<file path="config.mk">
export PLATFORM = sky130hd
export DESIGN_NAME = i2sout_flat
export DESIGN_NICKNAME = d
export VERILOG_FILES = /design/src/rtl/i2s_pkg.sv /design/src/rtl/i2sout_if.sv /design/src/rtl/i2sout.sv /design/src/flat_wrapper.sv
export SDC_FILE = /design/constraint.sdc
export NUM_CORES = 1
export LEC_CHECK = 0
export BUFFER_PORTS_ARGS = -buffer_cell sky130_fd_sc_hd__buf_2
export CORE_MARGIN = 10
export CORE_UTILIZATION = 39
export DETAILED_ROUTE_END_ITERATION = 10
export GPL_TIMING_DRIVEN = 0
export PLACE_DENSITY_LB_ADDON = 0.12
export SETUP_SLACK_MARGIN = 0.4
export SYNTH_ARGS = -nofsm -noshare
export SYNTH_HDL_FRONTEND = slang
export SYNTH_SLANG_ARGS = --single-unit
export TNS_END_PERCENT = 50
</file>
<file path="constraint.sdc">
create_clock -name sck -period 3.15 [get_ports sck]
set_input_delay 0.1575 -clock sck [delete_from_list [all_inputs] [get_ports sck]]
set_output_delay 0.1575 -clock sck [all_outputs]
set_load 0.005 [all_outputs]
</file>
<file path="src/rtl/i2s_pkg.sv">
`default_nettype none
// ============================================================================
// Module      : i2s_pkg
// Description : Shared I2S constants: default word/slot sizes and channel codes.
// Revision    : 1.0 - initial release
// ============================================================================
package i2s_pkg;

    localparam int   c_BITS_PRECISION = 24;
    localparam int   c_SLOT_BITS      = 32;
    localparam logic c_LEFT           = 1'b1;
    localparam logic c_RIGHT          = 1'b0;

    // Counter width able to hold 0..n-1, never narrower than one bit.
    function automatic int cnt_width(input int n);
        return (n > 1) ? $clog2(n) : 1;
    endfunction

endpackage
`default_nettype wire

</file>
<file path="src/rtl/i2sout_if.sv">
`default_nettype none
// ============================================================================
// Module      : i2sout_if
// Description : Sample stream from the system into the I2S transmitter.
// Revision    : 1.0 - initial release
// ============================================================================
interface i2sout_if
    import i2s_pkg::*;
#(
    parameter int BITS_PRECISION = c_BITS_PRECISION
) ();

    logic [BITS_PRECISION-1:0] data_out;
    logic                      data_left_rightn;
    logic                      data_valid;
    logic                      data_ready;

    modport master (
        output data_out,
        output data_left_rightn,
        output data_valid,
        input  data_ready
    );

    modport slave (
        input  data_out,
        input  data_left_rightn,
        input  data_valid,
        output data_ready
    );

endinterface
`default_nettype wire

</file>
<file path="src/rtl/i2sout.sv">
`default_nettype none
// ============================================================================
// Module      : i2sout
// Description : I2S transmitter, one-bit delay, MSB first, one buffer per channel.
// Revision    : 1.0 - initial release
// ============================================================================
module i2sout
    import i2s_pkg::*;
#(
    parameter int BITS_PRECISION = c_BITS_PRECISION,
    parameter int SLOT_BITS      = c_SLOT_BITS
) (
    input  wire logic sck,
    input  wire logic rst,
    i2sout_if.slave   bus,
    output logic      ws,
    output logic      sd,
    output logic      underrun,
    output logic      sync_error
);

    localparam int                 c_CNT_W    = cnt_width(SLOT_BITS);
    localparam int                 c_MSB      = BITS_PRECISION - 1;
    localparam logic [c_CNT_W-1:0] c_CNT_LAST = c_CNT_W'(SLOT_BITS - 1);
    localparam logic [31:0]        c_BITS_U   = 32'(BITS_PRECISION);
    localparam bit                 c_TIGHT    = (SLOT_BITS == BITS_PRECISION);

    logic [c_CNT_W-1:0] r_cnt;
    logic               r_ws;
    logic               r_sd;
    logic               r_underrun;
    logic               r_sync_error;
    logic               r_ready;
    logic [c_MSB:0]     r_shift;
    logic [c_MSB:0]     r_buf_l;
    logic [c_MSB:0]     r_buf_r;
    logic               r_full_l;
    logic               r_full_r;
    logic               r_expect;

    logic               w_wrap;
    logic [c_CNT_W-1:0] w_cnt_nxt;
    logic               w_new_left;
    logic               w_accept;
    logic               w_tag_ok;
    logic               w_store;
    logic               w_full_l_nxt;
    logic               w_full_r_nxt;
    logic               w_expect_nxt;
    logic               w_ready_nxt;
    logic               w_latch_full;
    logic [c_MSB:0]     w_latch_word;
    logic               w_sd_nxt;

    assign w_wrap     = (r_cnt == c_CNT_LAST);
    assign w_cnt_nxt  = w_wrap ? '0 : r_cnt + c_CNT_W'(1);
    assign w_new_left = ~r_ws;
    assign w_accept   = bus.data_valid & r_ready;
    assign w_tag_ok   = (bus.data_left_rightn == r_expect);
    assign w_store    = w_accept & w_tag_ok;

    always_comb begin
        w_full_l_nxt = r_full_l;
        w_full_r_nxt = r_full_r;
        // Latch empties first so a same-edge accept lands in the next slot.
        if (w_wrap) begin
            if (w_new_left) w_full_l_nxt = 1'b0;
            else            w_full_r_nxt = 1'b0;
        end
        if (w_store) begin
            if (r_expect == c_LEFT) w_full_l_nxt = 1'b1;
            else                    w_full_r_nxt = 1'b1;
        end
        w_expect_nxt = w_store ? ~r_expect : r_expect;
        w_ready_nxt  = (w_expect_nxt == c_LEFT) ? ~w_full_l_nxt : ~w_full_r_nxt;

        w_latch_full = w_new_left ? r_full_l : r_full_r;
        w_latch_word = '0;
        if (w_latch_full) w_latch_word = w_new_left ? r_buf_l : r_buf_r;

        // With a full-width slot the last data bit spills into cnt 0.
        w_sd_nxt = 1'b0;
        if (w_wrap)                           w_sd_nxt = c_TIGHT ? r_shift[c_MSB] : 1'b0;
        else if (32'(w_cnt_nxt) <= c_BITS_U)  w_sd_nxt = r_shift[c_MSB];
    end

    always_ff @(posedge sck or posedge rst) begin
        if (rst) begin
            r_cnt        <= c_CNT_LAST;
            r_ws         <= 1'b0;
            r_sd         <= 1'b0;
            r_shift      <= '0;
            r_buf_l      <= '0;
            r_buf_r      <= '0;
            r_full_l     <= 1'b0;
            r_full_r     <= 1'b0;
            r_expect     <= c_LEFT;
            r_ready      <= 1'b1;
            r_underrun   <= 1'b0;
            r_sync_error <= 1'b0;
        end else begin
            r_cnt        <= w_cnt_nxt;
            r_sd         <= w_sd_nxt;
            r_underrun   <= w_wrap & ~w_latch_full;
            r_sync_error <= w_accept & ~w_tag_ok;
            r_full_l     <= w_full_l_nxt;
            r_full_r     <= w_full_r_nxt;
            r_expect     <= w_expect_nxt;
            r_ready      <= w_ready_nxt;
            if (w_wrap) begin
                r_ws    <= ~r_ws;
                r_shift <= w_latch_word;
            end else begin
                r_shift <= r_shift << 1;
            end
            if (w_store && r_expect == c_LEFT) r_buf_l <= bus.data_out;
            if (w_store && r_expect != c_LEFT) r_buf_r <= bus.data_out;
        end
    end

    assign ws             = r_ws;
    assign sd             = r_sd;
    assign underrun       = r_underrun;
    assign sync_error     = r_sync_error;
    assign bus.data_ready = r_ready;

endmodule
`default_nettype wire

</file>
<file path="src/flat_wrapper.sv">
// flat-port wrapper written by rule: the top's interface ports become plain ports
module i2sout_flat import i2s_pkg::*;
#(
    parameter int BITS_PRECISION = c_BITS_PRECISION,
    parameter int SLOT_BITS      = c_SLOT_BITS
)
  (sck, rst, ws, sd, underrun, sync_error, bus_data_out, bus_data_left_rightn, bus_data_valid, bus_data_ready);
  i2sout_if #(.BITS_PRECISION(BITS_PRECISION)) bus_i ();
  input  wire logic sck;
  input  wire logic rst;
  output logic ws;
  output logic sd;
  output logic underrun;
  output logic sync_error;
  input wire logic [$bits(bus_i.data_out)-1:0] bus_data_out;
  input wire logic [$bits(bus_i.data_left_rightn)-1:0] bus_data_left_rightn;
  input wire logic [$bits(bus_i.data_valid)-1:0] bus_data_valid;
  output wire logic [$bits(bus_i.data_ready)-1:0] bus_data_ready;
  assign bus_i.data_out = bus_data_out;
  assign bus_i.data_left_rightn = bus_data_left_rightn;
  assign bus_i.data_valid = bus_data_valid;
  assign bus_data_ready = bus_i.data_ready;
  i2sout #(.BITS_PRECISION(BITS_PRECISION), .SLOT_BITS(SLOT_BITS)) u_core (.sck(sck), .rst(rst), .bus(bus_i), .ws(ws), .sd(sd), .underrun(underrun), .sync_error(sync_error));
endmodule
</file>
==> reports/results.tsv, run 1 <==
metric	value	unit
area_growth	14.6	%
syn_area	0.00360	mm^2
hp-class	in -> reg	
p_leak	1.97	nW
p_switching	809	uW
grt_pass1_vias	2149	
p_sw_frac	0.260	
syn_area_per_cell	15.7	um^2
die-area	0.0135	mm^2
setup_viol	0	
first_pass_iters	4	
dieWidth	116	um
rsz0062_at_grt	no	
place_hpwl	4270	um
place_area	0.00393	mm^2
fill_cells	839	
critPathCaptureType	register	
maxCapViolations	0	
syn-num-nets	262	
finalPower	3.11	mW
grt-ovfl-total	0	
outcome	completed	
io_buffers	32	
cts.repair.resized	0	
slew_violations	0	
comb_power_share	0.226	
finalHoldViolations	0	
vias	1952	
maxSlewHeadroom	0.746	
min_to	u_core.r_buf_r[12]	
finClkSkew	0.0105	ns
grt_usage	0.107	
final_common_cell	dfrtp_1	
min_period	1.96	ns
instances_no_fill	390	
synth_seq_area_share	0.593	
grt_max_degree	71	
cp.required	3.37	ns
design_area	0.00413	mm^2
powerDensity	752	mW/mm^2
drt_first_iter_violations	53	
cts_max_level	3	
crit_fanout	10	
dieHeight	116	um
fp-row-count	35	
r2r-start	u_core.r_expect	
cts.sinks	85	
crit_type	reg -> reg	
post-place-cells	373	
start_kind	register	
post-route-drc-count	0	
reg2reg_slack	1.19	ns
fmax	0.510	GHz
wl	6440	um
crit_start	u_core.r_expect	
core	0.00911	mm^2
routedWlPerCell	16.5	um
post_drt_via_cell_ratio	5.01	
hp-start	bus_data_out[12]	
gpl.final_weighted_congestion	0.669	
yosys_warnings	0	
synth_cells	229	
period_share	0.622	
power_frac_seq	0.535	
min_path_cells	2	
ios	33	
cts_buffer_depth	2	
p_int	2.30	mW
clock_power_share	0.239	
vdd_ir_drop_max	358	uV
most-common-layout-cells	dfrtp_1 (78), mux2_2 (48), buf_2 (42), mux2i_1 (25), o2bb2ai_2 (19)	
n_antenna_cell	0	
cts_tree	built	
tightest_slew	0.381	ns
rr_endpoint	u_core.r_buf_r[2]	
start_util	0.396	
reg2reg_depth	6	
grt_pass1_wl	11100	um
drive_gt1_frac	0.487	
clkTransAtPathRegs	0.08	ns
clockRootBuffer	clkbuf_8	
synth_cell_type_count	25	
numCtsBuffers	9	
ys_seq_elements	85	
arrival	2.19	ns
nets	307	
antenna_found_initial	0	
clk_latency	0.34	ns
ant_nets	0	
## through the flow
stage | setup slack (ns) | setup TNS, ns | hold slack (ns) | util
after CTS | 1.17 | 0 | 0.0305 | 0.454
after floorplan | 0.811 | 0 | 0.309 | -
final | 1.19 | 0 | 0.0503 | 0.454
after global routing | 1.07 | 0 | 0.0360 | 0.454
after global placement | -0.334 | -25.57 | 0.403 | 0.429
after detailed placement | 1.18 | 0 | 0.110 | 0.432
## cell usage after synthesis
| cell | n | area (um^2) |
|---|---|---|
| inv_1 | 5 | 18.8 |
| xnor2_1 | 2 | 17.5 |
| dfrtp_1 | 78 | 1950 |
| a22o_1 | 1 | 8.76 |
| buf_12 | 2 | 40.0 |
| nand2b_1 | 1 | 6.26 |
| a311oi_1 | 1 | 8.76 |
| nand2_1 | 3 | 11.3 |
| nor2_1 | 6 | 22.5 |
| and2_1 | 3 | 18.8 |
| mux2i_1 | 25 | 250 |
| mux2_2 | 48 | 541 |
| dfstp_2 | 7 | 184 |
| buf_6 | 1 | 11.3 |
| buf_4 | 1 | 7.51 |
| xor2_1 | 2 | 17.5 |
| o2bb2ai_1 | 4 | 35.0 |
| buf_2 | 10 | 50.1 |
| o2bb2ai_2 | 19 | 285 |
| and3_1 | 1 | 6.26 |
| nand2_8 | 1 | 20.0 |
| ha_1 | 5 | 62.6 |
| mux2_4 | 1 | 15.0 |
| a32o_1 | 1 | 10.0 |
| nand3_1 | 1 | 5.00 |
## flip-flops by register name (all words and copies together), names as in the netlist
signal                 cells
u_core.bus.data_ready      1
u_core.r_buf_l            24
u_core.r_buf_r            24
u_core.r_cnt               5
u_core.r_expect            1
u_core.r_full_l            1
u_core.r_full_r            1
u_core.r_shift            24
u_core.sd                  1
u_core.sync_error          1
u_core.underrun            1
u_core.ws                  1
## metal layers
metal	global-route usage	up-vias	wire [um]
met4	0.0425	0	56
li1	-	905	-
met2	0.165	33	3070
met3	0.0339	4	297
met5	0	-	0
met1	0.136	1010	3020
## layout make-up
type                    count  area, um^2  area share
clock inverters             2        35.0     0.00848
clock buffers              14         153      0.0369
well taps                 111         139      0.0336
inverters                   5        21.3     0.00515
multi-input cells         125        1340       0.325
plain buffers              14         109      0.0263
flip-flops and latches     85        2140       0.517
repair buffers             34         198      0.0478
## power groups by stage
stage               Clock, mW  Sequential (mW)  Combinational [mW]
detailed placement          0             1.69               0.717
CTS                     0.776             1.67               0.722
finish                  0.743             1.66               0.702
global placement            0             1.68               0.696
floorplan                   0             1.64               0.582
global route            0.819             1.72               0.782
## worst max path at each step
| stage | end | slack, ns |
|---|---|---|
| 6_report | u_core.r_buf_r[2] | 1.19 |
| 5_1_grt | u_core.r_buf_r[2] | 1.07 |
| 4_1_cts | u_core.r_buf_r[2] | 1.17 |
| 3_5_place_dp | u_core.r_buf_r[4] | 1.18 |
| 2_1_floorplan | u_core.r_buf_l[0] | 0.81 |
| 3_3_place_gp | u_core.r_buf_l[8] | -0.33 |
## worst max-delay path, cell delays in order, from the launching register on
cell and delay [ns]:
dfstp_2 0.58, xor2_1 0.08, nor2_1 0.15, ha_1 0.16
buf_2 0.19, buf_2 0.32, mux2_2 0.37
## repair_timing
action / 4_1_cts / 5_1_grt
hold endpoints to repair: 15 / 0
buffers inserted: 0 / 0
hold buffers: 1 / 0
## kinds of logic after synthesis
logic type	after synthesis	share of synthesized area
AOI/OAI and AO/OA	26	0.0965
xor gates and xnor gates	4	0.00972
adders and majority gates	5	0.0174
buffers and inverters	19	0.0354
DFF	85	0.593
muxes	74	0.224
and+or+nand+nor	16	0.0250
(Power assumes the default switching activity.)
==> run 2, diff against run 1 <==
==> constraint.sdc (replaced) <==
create_clock -name sck -period 1.8 [get_ports sck]
set_input_delay 0.09 -clock sck [delete_from_list [all_inputs] [get_ports sck]]
set_output_delay 0.09 -clock sck [all_outputs]
set_load 0.005 [all_outputs]
==> run 2 against run 1 <==
Effect of this change: count of clock-buffer cells in the layout is 1 lower; cell count is 12% higher; worst hold slack worse by 0.046 ns; utilization is 11 points higher.
==> reports/results.tsv, run 2 (synthesis gave the netlist of run 1 again) <==
metric	value	unit
crit_slowest_cell	dfstp_2	
grt-ovfl-total	0	
post-route-drc-count	0	
io_buffers	32	
start_util	0.396	
fmax	0.567	GHz
die-area	0.0135	mm^2
grt_max_degree	42	
grt_pass1_wl	12200	um
cts_max_level	3	
min_to	u_core.r_buf_r[0]	
cts_buffer_depth	2	
cp.required	2.04	ns
tightest_slew	0.347	ns
gpl.final_weighted_congestion	0.693	
grt_util_met3	0.0293	
nets	354	
cts.sinks	85	
final_core_util	0.563	
antenna_found_initial	0	
clockRootBuffer	clkbuf_8	
grt_pass1_vias	2400	
cts_tree	built	
wl	7600	um
top_usage_layer	met2	
critPathCaptureType	register	
vdd_ir_drop_max	485	uV
maxSlewHeadroom	0.769	
period_share	0.980	
dieWidth	116	um
finalHoldViolations	0	
post_drt_via_cell_ratio	4.92	
clk_latency	0.36	ns
maxCapViolations	0	
hp-class	in -> reg	
outcome	completed	
first_pass_iters	4	
setup_viol	0	
place_hpwl	4340	um
setup_slack	0.0360	ns
fp-row-count	35	
most-common-layout-cells	dfrtp_1 (78), mux2_4 (47), buf_2 (34), mux2i_1 (25), dlygate4sd3_1 (24)	
dieHeight	116	um
use_met1	0.148	
r2r-start	u_core.r_cnt[0]	
start_kind	register	
area_growth	42.2	%
finClkSkew	0.0140	ns
core	0.00911	mm^2
drive_gt1_frac	0.543	
arrival	2.01	ns
final_common_cell	dfrtp_1	
crit_fanout	5	
largestRegisters	u_core.r_buf_l: 24 flops, u_core.r_buf_r: 24 flops, u_core.r_shift: 24 flops	
routedWlPerCell	17.4	um
numCtsBuffers	9	
rr_endpoint	u_core.r_shift[8]	
ant_nets	0	
p_leak	2.42	nW
drt_first_iter_violations	62	
reg2reg_slack	0.04	ns
grt_usage	0.118	
max_stage_delay	0.57	ns
slew_violations	0	
grtUsageMet2	0.185	
clkTransAtPathRegs	0.08	ns
vias	2148	
powerDensity	1190	mW/mm^2
n_antenna_cell	0	
min_period	1.76	ns
ios	33	
fill_cells	752	
reg2reg_depth	8	
min_path_cells	2	
path_cells	ha_4 > and3_4 > ha_4 > buf_6 > clkinvlp_4 > buf_12 > buf_12 > o2bb2ai_2	
rsz0062_at_grt	yes	
crit_type	reg -> reg	
place_ws	-0.159	ns
hp-start	bus_data_out[0]	
run 2: cell count changes in the layout (fill, tap and decap cells not counted), moves of 4 or more:
cell	delta
buf_12	+9
mux2_2	-46
buf_6	+7
o2bb2ai_4	+4
dlygate4sd3_1	+23
buf_2	-8
clkinvlp_4	+4
ha_1	-4
buf_4	+8
mux2_4	+46
run 2: timing repair:
action                                  in CTS  in global routing
setup buffers                               14                  3
resized for setup                           52                 59
endpoints found under the setup margin      79                 79
cloned                                       4                  2
pin swaps                                    3                 17
endpoints found under the hold margin      104                  0
hold buffers                                24                  0
run 2: cell type report:
class                   instances  area [um^2]  share of cell area
plain buffers                  14          223              0.0434
clock buffers                  13          169              0.0329
clock inverters                 3         20.0             0.00390
inverters                       5         26.3             0.00512
multi-input cells             125         1640               0.321
flip-flops and latches         85         2140               0.417
well taps                     111          139              0.0271
repair buffers                 81          771               0.150
run 2: how the worst max path moves through the flow:
stage                               start                 end  slack [ns]  depth (start not counted)
after floorplan           u_core.r_cnt[0]  u_core.r_shift[10]         0.1                          7
after global placement    u_core.r_expect  u_core.r_buf_l[11]       -0.15                          6
after detailed placement  u_core.r_expect   u_core.r_buf_r[3]       -0.16                          6
after CTS                 u_core.r_cnt[1]   u_core.r_shift[8]        0.04                          8
after global routing      u_core.r_cnt[0]  u_core.r_shift[21]       -0.03                          8
final                     u_core.r_cnt[0]   u_core.r_shift[8]        0.04                          8
run 2: critical path, delay by kind of cell (launching register included):
kind	cells	cell delay, ns
AOI/OAI and AO/OA	1	0.11
adders and majority gates	2	0.26
buffers and inverters	4	0.54
DFF	1	0.57
and+or+nand+nor	1	0.18
run 2: report_power, final:
| group | internal [mW] | switching (mW) |
|---|---|---|
| Combinational | 1.28 | 0.615 |
| Clock | 0.613 | 0.676 |
| Sequential | 2.59 | 0.346 |
run 2: stage by stage:
step	instance area (um^2)	hold slack, ns	setup TNS [ns]	total power [mW]	std cells
detailed placement	3950	0.0715	-7.55	4.22	374
finish	5130	0.00408	0	6.12	437
floorplan	3610	0.242	0	3.88	229
global route	5130	0.00338	-0.379	6.51	437
CTS	4800	0.000429	0	5.76	432
global placement	3910	0.336	-7.45	4.16	372
run 2: routing by layer:
layer	routed length, um	up-vias
met2	3510	27
met5	0	-
li1	-	1007
met1	3700	1104
met4	138	0
met3	251	10
==> run 3, diff against run 2 <==
--- a/config.mk
+++ b/config.mk
@@ -6,6 +6,8 @@
 export NUM_CORES = 1
 export LEC_CHECK = 0
 export BUFFER_PORTS_ARGS = -buffer_cell sky130_fd_sc_hd__buf_2
+export CELL_PAD_IN_SITES_DETAIL_PLACEMENT = 1
+export CELL_PAD_IN_SITES_GLOBAL_PLACEMENT = 2
 export CORE_MARGIN = 10
 export CORE_UTILIZATION = 39
 export DETAILED_ROUTE_END_ITERATION = 10
==> run 3 against run 2 <==
Effect of this change: utilization rose by 0.16 points; global-route usage up 0.93 points; register-to-register slack got worse by 0.04 ns; fmax is 2.0% lower; sequential share of layout area decreased by 0.12 points; sequential power hardly changed; first-iteration DRC count shrank 44%; via count increased by 1.3%; sequential cell count unchanged; largest cell class unchanged; highest routed layer unchanged.
==> reports/results.tsv, run 3 (synthesis gave the netlist of run 1 again) <==
metric	value	unit
die-area	0.0135	mm^2
finClkSkew	0.0128	ns
drive_gt1_frac	0.543	
comb_power_share	0.311	
grt_pass1_vias	2502	
post_drt_via_cell_ratio	4.96	
grt_max_degree	33	
min_period	1.80	ns
crit_fanout	5	
slew_violations	0	
dieHeight	116	um
most-common-layout-cells	dfrtp_1 (78), mux2_4 (49), buf_2 (34), mux2i_1 (25), dlygate4sd3_1 (24)	
setup_slack	0.000147	ns
reg2reg_slack	0.0001	ns
maxCapViolations	0	
antenna_found_initial	0	
area_growth	42.7	%
finalPower	6.29	mW
multi_input_comb_area	0.00163	mm^2
start_util	0.396	
rr_endpoint	u_core.r_shift[22]	
arrival	2.03	ns
setup_viol	0	
hp-class	in -> reg	
outcome	completed	
tightest_slew	0.602	ns
fill_cells	883	
clk_latency	0.35	ns
crit_type	reg -> reg	
r2r-start	u_core.r_cnt[0]	
post-place-cells	374	
clock_power_share	0.220	
grt_usage	0.127	
cts_max_level	3	
core	0.00911	mm^2
dieWidth	116	um
min_to	u_core.r_buf_r[13]	
reg2reg_depth	8	
vias	2176	
cts_buffer_depth	2	
nets	356	
place_hpwl	4680	um
powerDensity	1220	mW/mm^2
instances_no_fill	439	
fmax	0.556	GHz
numCtsBuffers	9	
drt_first_iter_violations	35	
post-route-drc-count	0	
vdd_ir_drop_max	559	uV
clockRootBuffer	clkbuf_8	
grt_pass1_wl	13200	um
gpl.final_weighted_congestion	0.666	
fin_tns_setup	0	ns
first_pass_iters	4	
final_core_util	0.565	
largestRegisters	u_core.r_buf_l: 24 flops, u_core.r_buf_r: 24 flops, u_core.r_shift: 24 flops	
routedWlPerCell	19.0	um
ant_nets	0	
critPathCaptureType	register	
p_switching	1.70	mW
min_path_cells	2	
power_frac_seq	0.469	
holdWs	0.0180	ns
fp-row-count	35	
cts_tree	built	
start_kind	register	
clkTransAtPathRegs	0.09	ns
hp-start	bus_data_out[13]	
p_leak	2.44	nW
period_share	1.00	
cp.required	2.03	ns
place_ws	-0.213	ns
final_common_cell	dfrtp_1	
finalHoldViolations	0	
rsz0062_at_grt	yes	
maxSlewHeadroom	0.598	
place_area	0.00395	mm^2
n_antenna_cell	0	
grt-ovfl-total	0	
area.sequential	0.00214	mm^2
p_int	4.59	mW
p_sw_frac	0.271	
design_area	0.00514	mm^2
ios	33	
cts.sinks	85	
wl	8340	um
io_buffers	32	
## run 3: critical path, cell delays in order, from the launching register on
cell	delay, ns
dfstp_2	0.57
ha_4	0.13
and3_4	0.18
ha_4	0.12
buf_6	0.11
clkinvlp_4	0.15
buf_12	0.17
buf_8	0.13
o2bb2ai_4	0.11
## run 3: layer usage
metal	up-vias	share of wire	GRT usage
met5	-	0	0
met4	0	0.012	0.0542
met3	7	0.026	0.0282
met2	27	0.51	0.205
met1	1138	0.46	0.161
li1	1004	-	-
## run 3: how the worst max path moves through the flow
| stage | from | end | slack [ns] | depth (start not counted) |
|---|---|---|---|---|
| 2_1_floorplan | u_core.r_cnt[0] | u_core.r_shift[10] | 0.1 | 7 |
| 3_3_place_gp | u_core.r_expect | u_core.r_buf_r[8] | -0.19 | 6 |
| 3_5_place_dp | u_core.r_expect | u_core.r_buf_r[17] | -0.21 | 6 |
| 4_1_cts | u_core.r_cnt[1] | u_core.r_shift[22] | -0.04 | 8 |
| 5_1_grt | u_core.r_cnt[0] | u_core.r_shift[13] | -0.09 | 8 |
| 6_report | u_core.r_cnt[0] | u_core.r_shift[22] | 0.0001 | 8 |
## run 3: repair_timing
item | in CTS | in global routing
gates cloned | 3 | 3
endpoints found under the hold margin | 72 | 0
setup buffers | 12 | 7
resized for setup | 95 | 12
pin swaps | 15 | 7
hold buffers | 24 | 0
endpoints found under the setup margin | 79 | 81
## run 3: cell type report
class / instances / area share
buffer: 14 / 0.0443
clock buffer: 11 / 0.0275
clock inverter: 5 / 0.0114
inverter: 5 / 0.00511
multi-input combinational: 125 / 0.317
sequential: 85 / 0.415
tap: 111 / 0.0270
timing repair buffer: 83 / 0.153
## run 3: power by group through the flow
stage          Sequential [mW]  Clock (mW)  Combinational [mW]
3_3_place_gp              2.93           0                1.23
2_1_floorplan             2.87           0                1.02
4_1_cts                   2.94        1.43                1.86
5_1_grt                   3.04        1.53                2.10
6_report                  2.95        1.38                1.96
3_5_place_dp              2.96           0                1.27
